**src/rtl/acu_seq.sv**
```systemverilog
// acu_seq: two-port round-robin sequencer that loads a 16-bit address into the ACU byte by byte and enables its output.
// Optional feature macro ACU_SEQ_HI_SKIP_EN: skip the high-byte load when it matches the last high byte written.
module acu_seq #(
    parameter int HOLD_CYCLES = 2
) (
    input  logic        clk,
    input  logic        rst_n,
    input  logic        req0,
    input  logic [15:0] addr0,
    input  logic        req1,
    input  logic [15:0] addr1,
    output logic        gnt0,
    output logic        gnt1,
    output logic        done0,
    output logic        done1,
    output logic        busy,
    output logic [7:0]  acu_d,
    output logic        acu_wl,
    output logic        acu_wh,
    output logic        acu_oe
);

    typedef enum logic [1:0] {IDLE, LOAD_LO, LOAD_HI, DRIVE} state_t;

    localparam logic [3:0] HOLD = 4'(HOLD_CYCLES);

    state_t      state_reg;
    logic [15:0] addr_reg;
    logic        owner_reg;
    logic        last_gnt_reg;
    logic [3:0]  cnt_reg;
    logic        winner;
    logic        skip_hi;
    logic        start_drive;
    logic        hold_one;

    // On a tie the port that was not served last time wins.
    assign winner      = (req0 && req1) ? ~last_gnt_reg : req1;
    assign start_drive = (state_reg == LOAD_HI) || ((state_reg == LOAD_LO) && skip_hi);
    assign hold_one    = (HOLD == 4'd1);

`ifdef ACU_SEQ_HI_SKIP_EN
    logic [7:0] hi_byte_reg;
    logic       hi_valid_reg;

    assign skip_hi = hi_valid_reg && (hi_byte_reg == addr_reg[15:8]);

    always_ff @(posedge clk or negedge rst_n) begin
        if (!rst_n) begin
            hi_byte_reg  <= 8'h00;
            hi_valid_reg <= 1'b0;
        end else if ((state_reg == LOAD_LO) && !skip_hi) begin
            hi_byte_reg  <= addr_reg[15:8];
            hi_valid_reg <= 1'b1;
        end
    end
`else
    assign skip_hi = 1'b0;
`endif

    always_ff @(posedge clk or negedge rst_n) begin
        if (!rst_n) begin
            state_reg    <= IDLE;
            addr_reg     <= 16'h0000;
            owner_reg    <= 1'b0;
            last_gnt_reg <= 1'b1;
            cnt_reg      <= 4'd0;
            gnt0         <= 1'b0;
            gnt1         <= 1'b0;
            done0        <= 1'b0;
            done1        <= 1'b0;
            busy         <= 1'b0;
            acu_d        <= 8'h00;
            acu_wl       <= 1'b0;
            acu_wh       <= 1'b0;
            acu_oe       <= 1'b0;
        end else begin
            case (state_reg)
                IDLE: begin
                    if (req0 || req1) begin
                        state_reg    <= LOAD_LO;
                        owner_reg    <= winner;
                        last_gnt_reg <= winner;
                        addr_reg     <= winner ? addr1 : addr0;
                        acu_d        <= winner ? addr1[7:0] : addr0[7:0];
                        acu_wl       <= 1'b1;
                        gnt0         <= ~winner;
                        gnt1         <= winner;
                        busy         <= 1'b1;
                    end
                end
                LOAD_LO: begin
                    acu_wl <= 1'b0;
                    if (skip_hi) begin
                        state_reg <= DRIVE;
                    end else begin
                        state_reg <= LOAD_HI;
                        acu_d     <= addr_reg[15:8];
                        acu_wh    <= 1'b1;
                    end
                end
                LOAD_HI: begin
                    acu_wh    <= 1'b0;
                    state_reg <= DRIVE;
                end
                DRIVE: begin
                    if (cnt_reg == HOLD) begin
                        state_reg <= IDLE;
                        acu_oe    <= 1'b0;
                        gnt0      <= 1'b0;
                        gnt1      <= 1'b0;
                        done0     <= 1'b0;
                        done1     <= 1'b0;
                        busy      <= 1'b0;
                    end else begin
                        cnt_reg <= cnt_reg + 4'd1;
                        done0   <= ((cnt_reg + 4'd1) == HOLD) && !owner_reg;
                        done1   <= ((cnt_reg + 4'd1) == HOLD) && owner_reg;
                    end
                end
                default: state_reg <= IDLE;
            endcase

            // cnt_reg tracks the number of the current acu_oe cycle, starting at 1.
            if (start_drive) begin
                acu_oe  <= 1'b1;
                cnt_reg <= 4'd1;
                done0   <= hold_one && !owner_reg;
                done1   <= hold_one && owner_reg;
            end
        end
    end

endmodule

```
**config.mk**
```make
export PLATFORM = sky130hd
export DESIGN_NAME = acu_seq
export DESIGN_NICKNAME = d
export VERILOG_FILES = /design/src/rtl/acu_seq.sv
export SDC_FILE = /design/constraint.sdc
export NUM_CORES = 1
export LEC_CHECK = 0
export ABC_AREA = 1
export CAP_MARGIN = 20
export CELL_PAD_IN_SITES_DETAIL_PLACEMENT = 1
export CELL_PAD_IN_SITES_GLOBAL_PLACEMENT = 1
export CORE_MARGIN = 2
export CORE_UTILIZATION = 33
export DETAILED_ROUTE_END_ITERATION = 7
export PLACE_DENSITY = 0.87
export SLEW_MARGIN = 20
export SYNTH_ARGS = -nofsm -noshare
export SYNTH_HDL_FRONTEND = slang
export SYNTH_SLANG_ARGS = --single-unit
```
**constraint.sdc**
```tcl
create_clock -name clk -period 1.5 [get_ports clk]
set_clock_uncertainty 0.05 [all_clocks]
set_input_delay 0.15 -clock clk [delete_from_list [all_inputs] [get_ports clk]]
set_output_delay 0.15 -clock clk [all_outputs]
set_load 0.1 [all_outputs]
```
# Yosys cells after proc, flatten, opt, wreduce, memory -nomap -nowiden

Index checks and enable logic that the tools add are counted.

Register bits: 40
Input port bits: 36
Output and inout bits: 16
Logic and storage cells: 70

$add $sub $neg: 1
Eq/ne operators: 8
Multiplexer cells: 28
Bitwise operators: 2
Reductions and logical operators: 17

Operator list:

| kind                  | number |
|---|---|
| $mux W16              | 1 |
| $mux W8               | 2 |
| $pmux W8 S2           | 1 |
| $mux W1               | 13 |
| $mux W4               | 3 |
| $pmux W1 S2           | 5 |
| $reduce_and A2 Y1     | 5 |
| $reduce_bool A2 Y1    | 5 |
| $eq A4 B2 Y1 const B  | 2 |
| $pmux W2 S4           | 1 |
| $ne A2 B2 Y1 const B  | 3 |
| $add A4 B1 Y4 const B | 1 |
| $eq A2 B2 Y1 const B  | 2 |
| $mux W2               | 2 |
| $logic_and A1 B1 Y1   | 3 |
| $reduce_and A3 Y1     | 1 |
| $eq A2 B1 Y1 const B  | 1 |
| $logic_not A2 Y1      | 1 |
| $not A1 Y1            | 2 |
| $logic_not A1 Y1      | 1 |
| $logic_or A1 B1 Y1    | 1 |

# Longest topological paths before layout

Gate-level depths: netlist of the first run.

Depth in word-level cells: 6
Depth in mapped cells: 8
Gate-level depth less buffers: 7

# Worst setup path after synthesis of the first run

OpenSTA, ideal clock, no wires.

Path type: register to register
Start: reg state_reg[0]
End: reg acu_d[6]
Library setup time: 120 ps
Arrival time: 1256 ps
Required time: 1330 ps
Setup slack: 75 ps
Stages on the path, launching flop included: 8
Buffers on the path: 0
Clock period less this slack: 1425 ps
Cell sequence: dfrtp_1 > inv_1 > ha_1 > nand2_1 > o21ai_2 > nor2_1 > nand2_1 > nand2_1

Word-level cells in the longest chain between the ends: 3
Elaborated cells between the ends (all ways): 6
Classes of those cells: eq/ne (2); mux (1); reduce/logical (3)

RTL lines:

| what                                                                | line | text |
|---|---|---|
| start: declaration                                                  | 27   | `state_t state_reg;` |
| start signal: assignment                                            | 63   | `state_reg <= IDLE;` |
| start signal: assignment                                            | 81   | `state_reg <= LOAD_LO;` |
| start signal: assignment                                            | 95   | `state_reg <= DRIVE;` |
| $eq A2 B1 Y1 / $logic_not A2 Y1 (equally long branches)             | 78   | `case (state_reg)` |
| $reduce_bool A2 Y1 (no line) / $ne A2 B2 Y1 (equally long branches) | -    |  |
| $reduce_and A2 Y1 (no line)                                         | -    |  |
| end signal: assignment                                              | 85   | `acu_d <= winner ? addr1[7:0] : addr0[7:0];` |
| end signal: assignment                                              | 98   | `acu_d <= addr_reg[15:8];` |
| end: declaration                                                    | 17   | `output logic [7:0] acu_d,` |

Several ways; a longest one is shown, not always the timed one.
A chain may end at the register's enable or synchronous reset.

# Worst setup path after layout of the first run

Start: reg state_reg[1]
End: reg state_reg[0]

Word-level cells in the longest chain between the ends: 3
Elaborated cells between the ends (all ways): 8
Classes of those cells: eq/ne (5); mux (1); reduce/logical (2)

RTL lines:

| what                                                    | line |
|---|---|
| $eq A2 B2 Y1 / $logic_not A2 Y1 (equally long branches) | 78 |
| $ne A2 B2 Y1 (no line)                                  | - |
| $reduce_and A2 Y1 (no line)                             | - |

Several ways; a longest one is shown, not always the timed one.

==> results of run 1 <==
[layout make-up]
type	instances	area share [%]
repair buffers	70	30.5
multi-input cells	160	29.3
flip-flops and latches	32	29.0
inverters	30	4.24
well taps	70	3.16
clock buffers	6	2.98
repair inverters	2	0.451
clock inverters	2	0.361
[metal layers]
layer	wire [um]	track usage, %	up-vias
met5	0	0	-
met4	104	7.09	0
met3	181	3.44	10
met2	3120	35.1	39
met1	2430	23.6	865
li1	-	-	861
[what timing repair did]
| action | in CTS | in global routing |
|---|---|---|
| gates resized for setup | 1 | 16 |
| endpoints found under the setup margin | 16 | 25 |
| cloned | 0 | 2 |
| setup buffers | 0 | 3 |
| pin swaps | 0 | 3 |
[how the worst max path moves through the flow]
stage	start	end	slack [ps]	cells past startpoint
after floorplan	state_reg[0]	acu_d[6]	70	7
after global placement	req1	acu_d[3]	30	6
after detailed placement	req1	addr_reg[14]	-50	6
after CTS	state_reg[0]	addr_reg[9]	6	7
after global routing	state_reg[1]	state_reg[0]	-110	7
final	state_reg[1]	state_reg[0]	20	7
[where the power goes]
part	total (uW)	leakage [uW]	switching [uW]	internal [uW]
clock	699	0.0000510	334	366
sequential	1610	0.000392	338	1270
combinational	4510	0.000944	2870	1640
[metrics by stage]
stage | hold WS [ps] | setup TNS, ps | util (%) | cells
2_1_floorplan | -196 | 0 | - | 227
3_3_place_gp | 420 | 0 | 50.7 | 359
3_5_place_dp | 433 | -311 | 50.7 | 359
4_1_cts | 192 | 0 | 52.6 | 367
5_1_grt | 221 | -621 | 54.3 | 372
6_report | 181 | 0 | 54.3 | 372
[worst reg2reg max path, stage by stage (launching register included)]
cell	delay, ps
dfrtp_1	380
inv_1	130
ha_4	190
nand2_1	150
buf_4	190
nand2_1	120
nand2_1	70
o21ai_1	120
[cell usage in the layout, fill, tap and decap left out]
| master | n |
|---|---|
| o21ai_4 | 3 |
| nor2_2 | 1 |
| clkbuf_8 | 6 |
| clkdlybuf4s50_1 | 35 |
| inv_4 | 2 |
| and2_1 | 1 |
| ha_4 | 1 |
| ha_1 | 5 |
| nand4_1 | 1 |
| buf_6 | 2 |
| dfrtp_2 | 1 |
| buf_12 | 18 |
| or2_2 | 1 |
| clkinv_4 | 1 |
| inv_1 | 28 |
| o22ai_1 | 6 |
| nand3_1 | 27 |
| o211ai_1 | 3 |
| dfrtp_1 | 30 |
| nand2_2 | 2 |
| o21ai_0 | 5 |
| dfstp_2 | 1 |
| ha_2 | 1 |
| nor2_1 | 15 |
| nand3_2 | 2 |
| nand2_1 | 83 |
| clkinv_2 | 2 |
| a21oi_1 | 1 |
| o21ai_1 | 2 |
| buf_4 | 15 |
| inv_2 | 1 |
[cell families (layout without fill, tap and decap cells)]
| kind of cell | count (synthesis) | in the layout |
|---|---|---|
| compound gates | 20 | 20 |
| fa+ha+maj | 7 | 7 |
| buf+inv | 35 | 110 |
| flops | 32 | 32 |
| simple gates | 133 | 133 |
==> results.md, run 1 <==
- Final Hold Vio Count: 0
- Residual DRC count: 0
- Largest family of logic cells by synthesized area: simple AND/OR/NAND/NOR gates
- Share of layout cells above drive strength 1: 19.9%
- Pins Over Slew Limit: 0
- Cell taking the most area after synthesis: dfrtp_1
- Vias: 1775
- Status: finished clean
- Worst Setup End Kind: flip-flop
- Most frequent cell after synthesis: nand2_1
- Final worst path period share: 98.8%
- Clock transition at the registers of the reported paths: 70 ps
- Hold Buf Count CTS: 0
- H-tree levels: 2
- Die Span Y: 76.6 um
- Post-synth top area share: 44.6%
- Critical path type: reg -> reg
- Critical path buffers and inverters: 2
- Vias per std cell: 4.77
- Synth Warn #: 0
- DR WL/cell: 15.7 um
- Synth cell count leaders: nand2_1, dfrtp_1, inv_1, nand3_1, nor2_1
- Worst path most repeated cell: nand2_1
- PD cells: 2460 nW/um^2
- Slew HR: 74.0%
- CORE AREA: 5110 sq um
- Grt ovf: 0
- I/O Buffers: 51
- Design Power: 6820 uW
- DP HPWL: 4.20 mm
- Mapped Area: 1740 sq um
- Ys async rst share: 100%
- Antenna violations before repair: 0
- Sequential cell area fraction in the yosys report: 46.1%
- Worst Tran Pin Value: 389 ps
- CP arrival: 1630 ps
- RSZ-0062 raised after global routing: true
- ANT cells: 0
- Initial Util: 34.1%
- Fillcell total: 615
- CTS tree: done
- Top FF cell, synth: dfrtp_1
- Min Tclk post-route: 1480 ps
- Synth area leaders: dfrtp_1, nand2_1, nand3_1
- Antenna viol nets, final: 0
- Gr usage total: 19.6%
- Final setup fails: 0
- Clock buffer depth: 2
- Worst R2R End: state_reg[0]
- Critical Path Fanout Max: 5
- First-pass GRT wire length: 8.98 mm
- Final Wtd Congestion: 0.769
- Final net count: 344
- Critical Path Slowest Stage Cell: dfrtp_1
- DRT Pass-1 Iters: 4
- Placed Instance Area: 2590 sq um
- Clock net sink count: 32
- Post-synthesis simple-gate area fraction: 31.5%
- Synth unique cells: 21
- Reg2Reg Depth: 7
- Achievable clock frequency: 0.675 GHz
- XOR/XNOR share of the synthesized area: 0%
- Static Leakage: 0.00139 uW
- CP peak stage delay: 380 ps
- Worst ir drop on vdd: 0.885 mV
- WL final: 5.84 mm
- Die width: 76.6 um
- Min-Delay Path Class: in -> async
- Syn_nets: 270
- DIE AREA: 5870 sq um
- Cells after Synth: 227
- Final worst-path setup slack: 17.7 ps
- # rows: 26
- I/O pin count: 52
- Multi-input gate area: 812 sq um
- RR Startpoint: state_reg[1]
- CP top delay family: flip-flops
- Largest net degree at the start of global routing: 33
- Cts bufs inserted: 5
- Initial DRC count: 88
- Syn avg cell area: 7.66 sq um
- Adder-Cell Fraction of Synth Area: 5.04%
- Pre-CTS setup slack: -52.4 ps
- Synth Register Bits: 32
- Root Driver: clkbuf_8
- Setup slack, reg-to-reg: 20 ps
- Area Growth Syn to Fin: 59.4%
- Cell Chain, Critical Path: inv_1 > ha_4 > nand2_1 > buf_4 > nand2_1 > nand2_1 > o21ai_1
- Compound-cell area share of the yosys netlist: 7.70%
- Vias in the first global route: 1853
- Max cap viols: 0
- Multiplexer share of the synthesized area: 0%
- EDFF count, synth: 0
- Clk_lat worst skew: 290 ps
- Fin area: 2770 sq um
- FF+latch area: 803 sq um
- Crit path launch type: flip-flop
- Worst path required time: 1650 ps
(Power assumes the default switching activity.)
==> inputs of run 2 (changes only) <==
Settings changed: CORE_MARGIN 2 to unset.
==> run 2 against run 1 <==
Effect of this change:
- clock power shrank 11%
- critical path depth stayed put
- register-to-register slack gained 30 ps
- routed wire length decreased by 9.7%
- fmax grew 1.7%
- first-iteration DRC count rose by 32%
- via count fell by 0.45%
- utilization down 0.76 points
- global-route usage shrank 0.91 points
- setup slack gained 25 ps
- largest cell class is now multi-input combinational cells
- largest power group unchanged
==> results.md, run 2 (same netlist as run 1, synthesis figures left out) <==
- Vias: 1767
- Net Switching: 3420 uW
- ANT cells: 0
- Clock share of power: 9.5%
- Clock transition at the registers of the reported paths: 60 ps
- Combinational power share: 66.0%
- DIE AREA: 5560 sq um
- Setup TNS: 0 ps
- WL final: 5.27 mm
- Root Driver: clkbuf_8
- Cell Chain, Critical Path: inv_2 > ha_4 > buf_4 > o21ai_4 > o21ai_4 > nand3_1 > nand2_1
- Min-Delay Path Class: in -> async
- Min Tclk post-route: 1460 ps
- RSZ-0062 raised after global routing: true
- Worst Tran Pin Value: 310 ps
- Share of layout cells above drive strength 1: 18.8%
- Crit path launch type: flip-flop
- Vias in the first global route: 1741
- Static Leakage: 0.00135 uW
- Largest net degree at the start of global routing: 33
- Clk_lat worst skew: 280 ps
- Die width: 74.6 um
- Gr usage total: 18.7%
- Worst Setup End Kind: flip-flop
- I/O Buffers: 51
- Final worst path period share: 97.1%
- Design Power: 6590 uW
- Status: finished clean
- Pint: 3170 uW
- Critical path type: reg -> reg
- Initial Util: 34.3%
- DR WL/cell: 14.3 um
- Grt ovf: 0
- Final Wtd Congestion: 0.809
- Final Hold Vio Count: 0
- # rows: 26
- H-tree levels: 2
- Initial DRC count: 116
- Max cap viols: 0
- Pre-CTS setup slack: -24.0 ps
- Cts bufs inserted: 5
- Commonest non-fill, non-tap cell in the layout: nand2_1
- Worst path most repeated cell: o21ai_4
- Antenna viol nets, final: 0
- Pins Over Slew Limit: 0
- PD cells: 2430 nW/um^2
- Slew HR: 79.2%
- CTS tree: done
- Seq pwr share: 24.5%
- Final worst-path setup slack: 42.9 ps
- Final Core Density: 53.5%
- Clock buffer depth: 2
- Clock net sink count: 32
- Final setup fails: 0
- First-pass GRT wire length: 7.84 mm
- Worst path required time: 1620 ps
- Die Span Y: 74.6 um
- Setup slack, reg-to-reg: 40 ps
- CP peak stage delay: 420 ps
- DP HPWL: 3.82 mm
- Final net count: 340
- Antenna violations before repair: 0
- Achievable clock frequency: 0.686 GHz
- CORE AREA: 5070 sq um
- Residual DRC count: 0
- Critical Path Slowest Stage Cell: dfrtp_1
- Vias per std cell: 4.80
- Critical Path Fanout Max: 5
- I/O pin count: 52
- CP arrival: 1570 ps
- Fillcell total: 621
- Area Growth Syn to Fin: 56.1%
- Hold Slack: 174 ps
- Worst ir drop on vdd: 1.23 mV
- DRT Pass-1 Iters: 4
- Most frequent cells in the layout: nand2_1, clkdlybuf4s50_1, dfrtp_1
- Switching Fraction: 51.9%
## run 2: cell types whose count changed in the layout (fill, tap and decap cells not counted), moves of 2 or more
cell and delta:
clkbuf_1 +3, buf_6 -2, clkinv_2 -2, inv_1 -2
inv_2 +2, inv_4 -2, nand2_1 -2, nand2_2 +2
## run 2: final cells by class
class | instances | area (sq um) | share of cell area (%)
Clock buffer | 8 | 80.1 | 2.95
Inverter | 30 | 118 | 4.33
Multi-Input combinational cell | 160 | 817 | 30.1
Sequential cell | 32 | 802 | 29.5
Tap cell | 70 | 87.6 | 3.23
Timing Repair Buffer | 68 | 811 | 29.9
## run 2: what timing repair did
action | CTS | global route
hold endpoints to repair | 0 | 0
endpoints found under the setup margin | 0 | 27
gates resized for setup | 0 | 14
hold buffers | 0 | 0
buffers inserted | 0 | 1
## run 2: through the flow
| step | cell area (sq um) | std cells |
|---|---|---|
| 6_report | 2720 | 368 |
| 3_3_place_gp | 2580 | 359 |
| 3_5_place_dp | 2580 | 359 |
| 4_1_cts | 2660 | 367 |
| 5_1_grt | 2720 | 368 |
| 2_1_floorplan | 1740 | 227 |
## run 2: worst max-delay path: cells and delay by family, from the launching register on
family                   cells  cell delay [ps]
AO/OA/AOI/OAI                2              250
adder cells (fa/ha/maj)      1              190
buffers and inverters        2              250
flip-flops                   1              420
AND/OR/NAND/NOR              2              190
## run 2: layer usage
metal	share of wire, %	vias up	routed length, um	global-route usage [%]
met5	0	-	0	0
met4	1.8	0	97	3.77
met3	2.9	11	153	4.07
met2	53	51	2770	33.4
met1	43	854	2250	23.2
li1	-	851	-	-
## run 2: final timing paths
kind,cells past startpoint,startpoint,end
setup / recovery,7,state_reg[0],acu_d[1]
hold / removal,2,rst_n,acu_d[3]
setup reg to reg,7,state_reg[0],acu_d[1]
hold reg to reg,2,last_gnt_reg,last_gnt_reg
max in group asynchronous,2,rst_n,last_gnt_reg
min in group clk,2,last_gnt_reg,last_gnt_reg
## run 2: power groups by stage
stage	clock [uW]	sequential [uW]	combinational (uW)
after floorplan	0	2800	1330
after global placement	0	1590	3970
after detailed placement	0	1620	4110
after CTS	634	1600	4130
after global routing	666	1650	4670
final	623	1620	4350
==> inputs of run 3 (changes only) <==
Settings changed: GPL_ROUTABILITY_DRIVEN set to 0.
==> results of run 3 <==
No change in the layout: final DEF, timing and power equal those of run 2.
